`src/rtl/ucdp_sync_hs_src_if.sv`:
```
// ucdp_sync_hs_src_if
//   Bundles the handshake and data signals of the source end of a 4-phase
//   req/ack CDC transfer.
//
//   Signals (named from the source block's point of view):
//     valid_i  word on data_i is valid (from the source-side user)
//     ready_o  block can accept a word
//     data_i   word to transfer (DWIDTH bits)
//     req_o    registered request level toward the target domain
//     data_o   registered CDC data bus, frozen for the whole transaction
//     ack_i    acknowledge level from the target domain (asynchronous)
//     busy_o   transaction in flight
//     done_o   one-cycle pulse when a handshake completes
//     err_o    sticky protocol error flag
//
//   Modports:
//     slave   the ucdp_sync_hs_src block itself
//     master  everything around it: the word producer and the target side
interface ucdp_sync_hs_src_if #(
    parameter int unsigned DWIDTH = 8
);
    logic              valid_i;
    logic              ready_o;
    logic [DWIDTH-1:0] data_i;
    logic              req_o;
    logic [DWIDTH-1:0] data_o;
    logic              ack_i;
    logic              busy_o;
    logic              done_o;
    logic              err_o;

    modport slave (
        input  valid_i,
        input  data_i,
        input  ack_i,
        output ready_o,
        output req_o,
        output data_o,
        output busy_o,
        output done_o,
        output err_o
    );

    modport master (
        output valid_i,
        output data_i,
        output ack_i,
        input  ready_o,
        input  req_o,
        input  data_o,
        input  busy_o,
        input  done_o,
        input  err_o
    );
endinterface

```
`src/rtl/ucdp_sync_hs_src.sv`:
```
// ucdp_sync_hs_src
//   Source-domain end of a 4-phase req/ack clock-domain-crossing handshake.
//   A word accepted over valid/ready is captured onto data_o and a level
//   request is raised. The returned acknowledge is synchronised with a
//   SYNC_STAGES-deep flop chain; the request drops once the synchronised
//   ack is seen high, and the transaction completes (done_o pulse) once
//   it is seen low again. data_o is only updated on acceptance, so it is
//   stable for the target domain for the whole transaction.
//
//   Ports:
//     src_clk_i  source clock
//     src_rst_i  asynchronous reset, active-high
//     hs         ucdp_sync_hs_src_if.slave (valid/ready/data in,
//                req/data out, ack in, busy/done/err status out)
//
//   Parameters:
//     DWIDTH       width of the transferred word (1..64)
//     SYNC_STAGES  flops in the ack synchroniser (2..4)
module ucdp_sync_hs_src #(
    parameter int unsigned DWIDTH      = 8,
    parameter int unsigned SYNC_STAGES = 2
) (
    input logic               src_clk_i,
    input logic               src_rst_i,
    ucdp_sync_hs_src_if.slave hs
);

    typedef enum logic [1:0] {
        IDLE = 2'd0,
        REQ  = 2'd1,
        REL  = 2'd2
    } state_t;

    state_t            state_q, state_d;
    logic              req_q, req_d;
    logic [DWIDTH-1:0] data_q, data_d;
    logic              done_q, done_d;
    logic              err_q, err_d;
    logic              ack_s;
    logic              ready;

    // Synchroniser flops for the asynchronous ack level: must stay adjacent
    // and must not be retimed or merged.
    (* ASYNC_REG = "TRUE" *) logic [SYNC_STAGES-1:0] ack_sync_q;

    always_ff @(posedge src_clk_i or posedge src_rst_i) begin
        if (src_rst_i) begin
            ack_sync_q <= '0;
        end else begin
            ack_sync_q <= {ack_sync_q[SYNC_STAGES-2:0], hs.ack_i};
        end
    end

    assign ack_s = ack_sync_q[SYNC_STAGES-1];

    // Registered-only path: valid_i never feeds ready. Holding ready low while
    // ack_s is high keeps a stale or spurious ack from being mistaken for
    // the acknowledge of a new request.
    assign ready = (state_q == IDLE) && !ack_s;

    always_ff @(posedge src_clk_i or posedge src_rst_i) begin
        if (src_rst_i) begin
            state_q <= IDLE;
            req_q   <= 1'b0;
            data_q  <= '0;
            done_q  <= 1'b0;
            err_q   <= 1'b0;
        end else begin
            state_q <= state_d;
            req_q   <= req_d;
            data_q  <= data_d;
            done_q  <= done_d;
            err_q   <= err_d;
        end
    end

    always_comb begin
        state_d = state_q;
        req_d   = req_q;
        data_d  = data_q;
        done_d  = 1'b0;
        err_d   = err_q;
        case (state_q)
            IDLE: begin
                // REL only exits once ack_s is low, so any high ack_s seen
                // here was not caused by one of our requests.
                if (ack_s) begin
                    err_d = 1'b1;
                end
                if (hs.valid_i && ready) begin
                    data_d  = hs.data_i;
                    req_d   = 1'b1;
                    state_d = REQ;
                end
            end
            REQ: begin
                if (ack_s) begin
                    req_d   = 1'b0;
                    state_d = REL;
                end
            end
            REL: begin
                if (!ack_s) begin
                    done_d  = 1'b1;
                    state_d = IDLE;
                end
            end
            default: begin
                req_d   = 1'b0;
                state_d = IDLE;
            end
        endcase
    end

    assign hs.ready_o = ready;
    assign hs.req_o   = req_q;
    assign hs.data_o  = data_q;
    assign hs.busy_o  = (state_q != IDLE);
    assign hs.done_o  = done_q;
    assign hs.err_o   = err_q;

endmodule
```
`src/flat_wrapper.sv`:
```
// flat-port wrapper written by rule: the top's interface ports become plain ports
module ucdp_sync_hs_src_flat 
#(
    parameter int unsigned DWIDTH      = 8,
    parameter int unsigned SYNC_STAGES = 2
)
  (src_clk_i, src_rst_i, hs_valid_i, hs_data_i, hs_ack_i, hs_ready_o, hs_req_o, hs_data_o, hs_busy_o, hs_done_o, hs_err_o);
  ucdp_sync_hs_src_if #(.DWIDTH(DWIDTH)) hs_i ();
  input logic src_clk_i;
  input logic src_rst_i;
  input wire logic [$bits(hs_i.valid_i)-1:0] hs_valid_i;
  input wire logic [$bits(hs_i.data_i)-1:0] hs_data_i;
  input wire logic [$bits(hs_i.ack_i)-1:0] hs_ack_i;
  output wire logic [$bits(hs_i.ready_o)-1:0] hs_ready_o;
  output wire logic [$bits(hs_i.req_o)-1:0] hs_req_o;
  output wire logic [$bits(hs_i.data_o)-1:0] hs_data_o;
  output wire logic [$bits(hs_i.busy_o)-1:0] hs_busy_o;
  output wire logic [$bits(hs_i.done_o)-1:0] hs_done_o;
  output wire logic [$bits(hs_i.err_o)-1:0] hs_err_o;
  assign hs_i.valid_i = hs_valid_i;
  assign hs_i.data_i = hs_data_i;
  assign hs_i.ack_i = hs_ack_i;
  assign hs_ready_o = hs_i.ready_o;
  assign hs_req_o = hs_i.req_o;
  assign hs_data_o = hs_i.data_o;
  assign hs_busy_o = hs_i.busy_o;
  assign hs_done_o = hs_i.done_o;
  assign hs_err_o = hs_i.err_o;
  ucdp_sync_hs_src #(.DWIDTH(DWIDTH), .SYNC_STAGES(SYNC_STAGES)) u_core (.src_clk_i(src_clk_i), .src_rst_i(src_rst_i), .hs(hs_i));
endmodule
```
`config.mk`:
```
export PLATFORM = sky130hd
export DESIGN_NAME = ucdp_sync_hs_src_flat
export DESIGN_NICKNAME = d
export VERILOG_FILES = /design/src/rtl/ucdp_sync_hs_src_if.sv /design/src/rtl/ucdp_sync_hs_src.sv /design/src/flat_wrapper.sv
export SDC_FILE = /design/constraint.sdc
export NUM_CORES = 1
export LEC_CHECK = 0
export CAP_MARGIN = 20
export CORE_MARGIN = 3
export CORE_UTILIZATION = 36
export DETAILED_ROUTE_END_ITERATION = 12
export HOLD_SLACK_MARGIN = 0.12
export MAX_ROUTING_LAYER = met4
export PLACE_DENSITY_LB_ADDON = 0.08
export SETUP_SLACK_MARGIN = 0.5
export SYNTH_ARGS = -nofsm -noshare
export SYNTH_HDL_FRONTEND = slang
export SYNTH_SLANG_ARGS = --single-unit
```
`constraint.sdc`:
```
create_clock -name src_clk_i -period 1.2 [get_ports src_clk_i]
set_input_delay 0.3 -clock src_clk_i [delete_from_list [all_inputs] [get_ports src_clk_i]]
set_output_delay 0.3 -clock src_clk_i [all_outputs]
set_load 0.03 [all_outputs]
```
==> flow_summary.toml <==
[clock_tree]
cts_tree = "yes"
cts_hold_buffers = 0
clkSlewWorstSetupHoldPaths_ns = 0.08
clkSinkCount = 15
cts-root-buf = "clkbuf_4"
clockBufferDepth = 2
clk_latency_ns = 0.27
htree_levels = 1
numCtsBuffers = 3

[setup_path]
crit_path_frequent_cell = "buf_4"
start_kind = "flip-flop"
crit_chain = "buf_4 -> nor2_4 -> inv_2 -> buf_4"
crit_slowest_cell = "dfrtp_1"
endpoint_kind = "primary output"
ff2ff_path_depth = 4
cp.required_ns = 0.90
r2r_setup_slack_ns = -0.21
cp_max_fo = 6
worst_path_largest_cell_delay_ns = 0.42
r2r-end = "u_core.hs.data_o[3]"
cp.arrival_ns = 1.15
timing.rr.start = "u_core.state_q[0]"
crit_type = "flip-flop to primary output"

[logic_synthesis]
synth_seq_cells = 15
synth_top_area_share_pct = 60.9
synth.top_cells.by_area = "dfrtp_1 61%, mux2_4 19%, buf_12 3.2%"
yosysSeqAreaShare_pct = 60.9
postSynthAreaPerCell_sq_um = 15.4
ys_types = 15
syn-cell-area_sq_um = 617
synth_edf_count = 0
syn_nets = 52
synthesis.instances = 40
synthFlopType = "dfrtp_1"
synth.top_cells.by_count = "15 x dfrtp_1, 8 x mux2_4, 4 x inv_1, 2 x nor2_1"
synth.most_common_cell = "dfrtp_1"
synth_warnings = 0
synth_top_cell_by_area = "dfrtp_1"
async_flop_share_pct = 100

[timing]
setup_violations = 10
slew_headroom_pct = 84.9
timing.setup.tns_ns = -2.10
skew_ns = 0.00133
min_period_ns = 1.45
tightest_slew_ns = 0.225
rsz0062_at_grt = "true"
fin_crit_sh_pct = 121
fmax_mhz = 690
drv_slew = 0
hold_viol = 0
fin_ws_ns = -0.249

[detailed_routing]
drcViolationCount = 0
antenna_left = 0
viasPerCell = 4.65
drt_pre_antenna_iters = 1
drt_iter0_drc = 0
vias = 451
drt-total-wl_um = 1240
avgRoutedWirePerCell_um = 12.8

[floorplanning]
coreArea_sq_um = 1560
die_width_um = 47.4
boundaryPins = 25
die_h_um = 47.4
die_area_sq_um = 2250
num_rows = 14
floorplan.initialDensity_pct = 39.6

[run_status]
status = "complete, but fails checks"
violations = "negative setup slack"

[power]
p_clk_share_pct = 15.1
powerDensity_nw_per_um2 = 1730
p_seq_share_pct = 37.9
peakVddDrop_mv = 0.868
p_int_mw = 1.22
switching_share_pct = 32.9
p_sw_mw = 0.597
leakage_nw = 0.498
combPwrFrac_pct = 47.0

[global_routing]
grt_pass1_wl_um = 1840
antenna_found_initial = 0
overflow = 0
grt_usage_pct = 12.7
grt_max_degree = 16
grt_pass1_vias = 400

[cells_and_area]
final_layout_size_suffix_gt1_share_pct = 64.2
stdcell_area_sq_um = 1050
nets = 94
n_antenna_cell = 0
areaGrowthSynthToFinish_pct = 70.2

[hold_path]
worstHoldPathType = "primary input to asynchronous set/reset pin"

[placed_design]
placed_area_sq_um = 871
hpwl_um = 801
io_buffers = 24
gp_congestion = 0.722

[run]
maxCapViolCount = 0
==> metal layers <==
| layer | wire (um) | global-route usage (%) | vias to the layer above | part of all wire (%) |
|---|---|---|---|---|
| met5 | 0 | - | - | 0 |
| met2 | 640 | 18.2 | 15 | 52 |
| met1 | 517 | 16.1 | 222 | 42 |
| met4 | 0 | 4.97 | 0 | 0 |
| li1 | - | - | 214 | - |
| met3 | 83 | 4.98 | 0 | 6.7 |
==> layout by cell type, fill, tap and decap left out <==
cell type         n
buf_6            15
buf_4            13
clkdlybuf4s50_1  11
dfrtp_1          11
mux2_4            8
dfrtp_2           4
clkbuf_4          3
nor3_4            2
inv_2             2
inv_1             2
and2_4            1
xor2_1            1
and2_1            1
nor2_2            1
nor2_4            1
nor3b_2           1
a21o_1            1
a21oi_2           1
o32ai_1           1
clkbuf_1          1
==> kinds of logic after synthesis <==
group | after synthesis | synth area share, %
AO/OA/AOI/OAI | 3 | 3.45
XOR/XNOR | 1 | 1.42
buffers and inverters | 6 | 7.50
flip-flops | 15 | 60.9
multiplexers | 8 | 19.5
AND/OR/NAND/NOR | 7 | 7.30
==> power groups by stage <==
stage | clock network, mW | registers (mW) | logic, mW
detailed placement | 0 | 0.684 | 0.647
floorplan | 0 | 0.863 | 0.231
CTS | 0.281 | 0.689 | 0.793
global placement | 0 | 0.683 | 0.642
finish | 0.273 | 0.688 | 0.854
global route | 0.302 | 0.701 | 0.904
==> registers in the layout, indices dropped and copies added (netlist names) <==
name               count
u_core.hs.data_o       8
u_core.ack_sync_q      2
u_core.state_q         2
u_core.hs.done_o       1
u_core.hs.err_o        1
u_core.hs.req_o        1
==> what timing repair did <==
item | in CTS | in global routing
buffers inserted | 6 | 4
gates resized for setup | 16 | 4
endpoints found under the setup margin | 26 | 26
pin swaps | 1 | 1
==> layout make-up <==
type | count | area, sq um
clock buffer | 4 | 26.3
fill | 124 | 509
inverter | 4 | 15.0
multi-input combinational | 19 | 231
sequential | 15 | 380
tap | 16 | 20.0
timing repair buffer | 39 | 377
==> critical path: cells and delay by family, from the launching register on <==
family | cells | cell delay (ns)
buffers and inverters | 3 | 0.36
DFF | 1 | 0.42
and+or+nand+nor | 1 | 0.09
==> through the flow <==
| stage | power, mW | utilization [%] | instances | setup WS (ns) | hold WS (ns) |
|---|---|---|---|---|---|
| finish | 1.82 | 67.3 | 97 | -0.249 | 0.321 |
| global route | 1.91 | 67.3 | 97 | -0.294 | 0.346 |
| CTS | 1.76 | 64.4 | 93 | -0.250 | 0.323 |
| detailed placement | 1.33 | 55.9 | 83 | -0.326 | 0.348 |
| global placement | 1.33 | 55.9 | 83 | -0.315 | 0.333 |
| floorplan | 1.09 | - | 40 | -0.358 | 0.201 |
==> how the worst max path moves through the flow <==
stage                                endpoint              start  slack, ns  depth (start not counted)
after detailed placement  u_core.hs.data_o[3]         hs_valid_i      -0.33                          3
after CTS                           hs_busy_o  u_core.state_q[0]      -0.25                          4
after global routing               hs_ready_o  u_core.state_q[0]      -0.29                          3
after global placement    u_core.hs.data_o[3]         hs_valid_i      -0.31                          3
after floorplan           u_core.hs.data_o[0]  u_core.state_q[1]      -0.36                          4
final                               hs_busy_o  u_core.state_q[0]      -0.25                          4
Note: power is estimated with default switching activity, not from simulation.
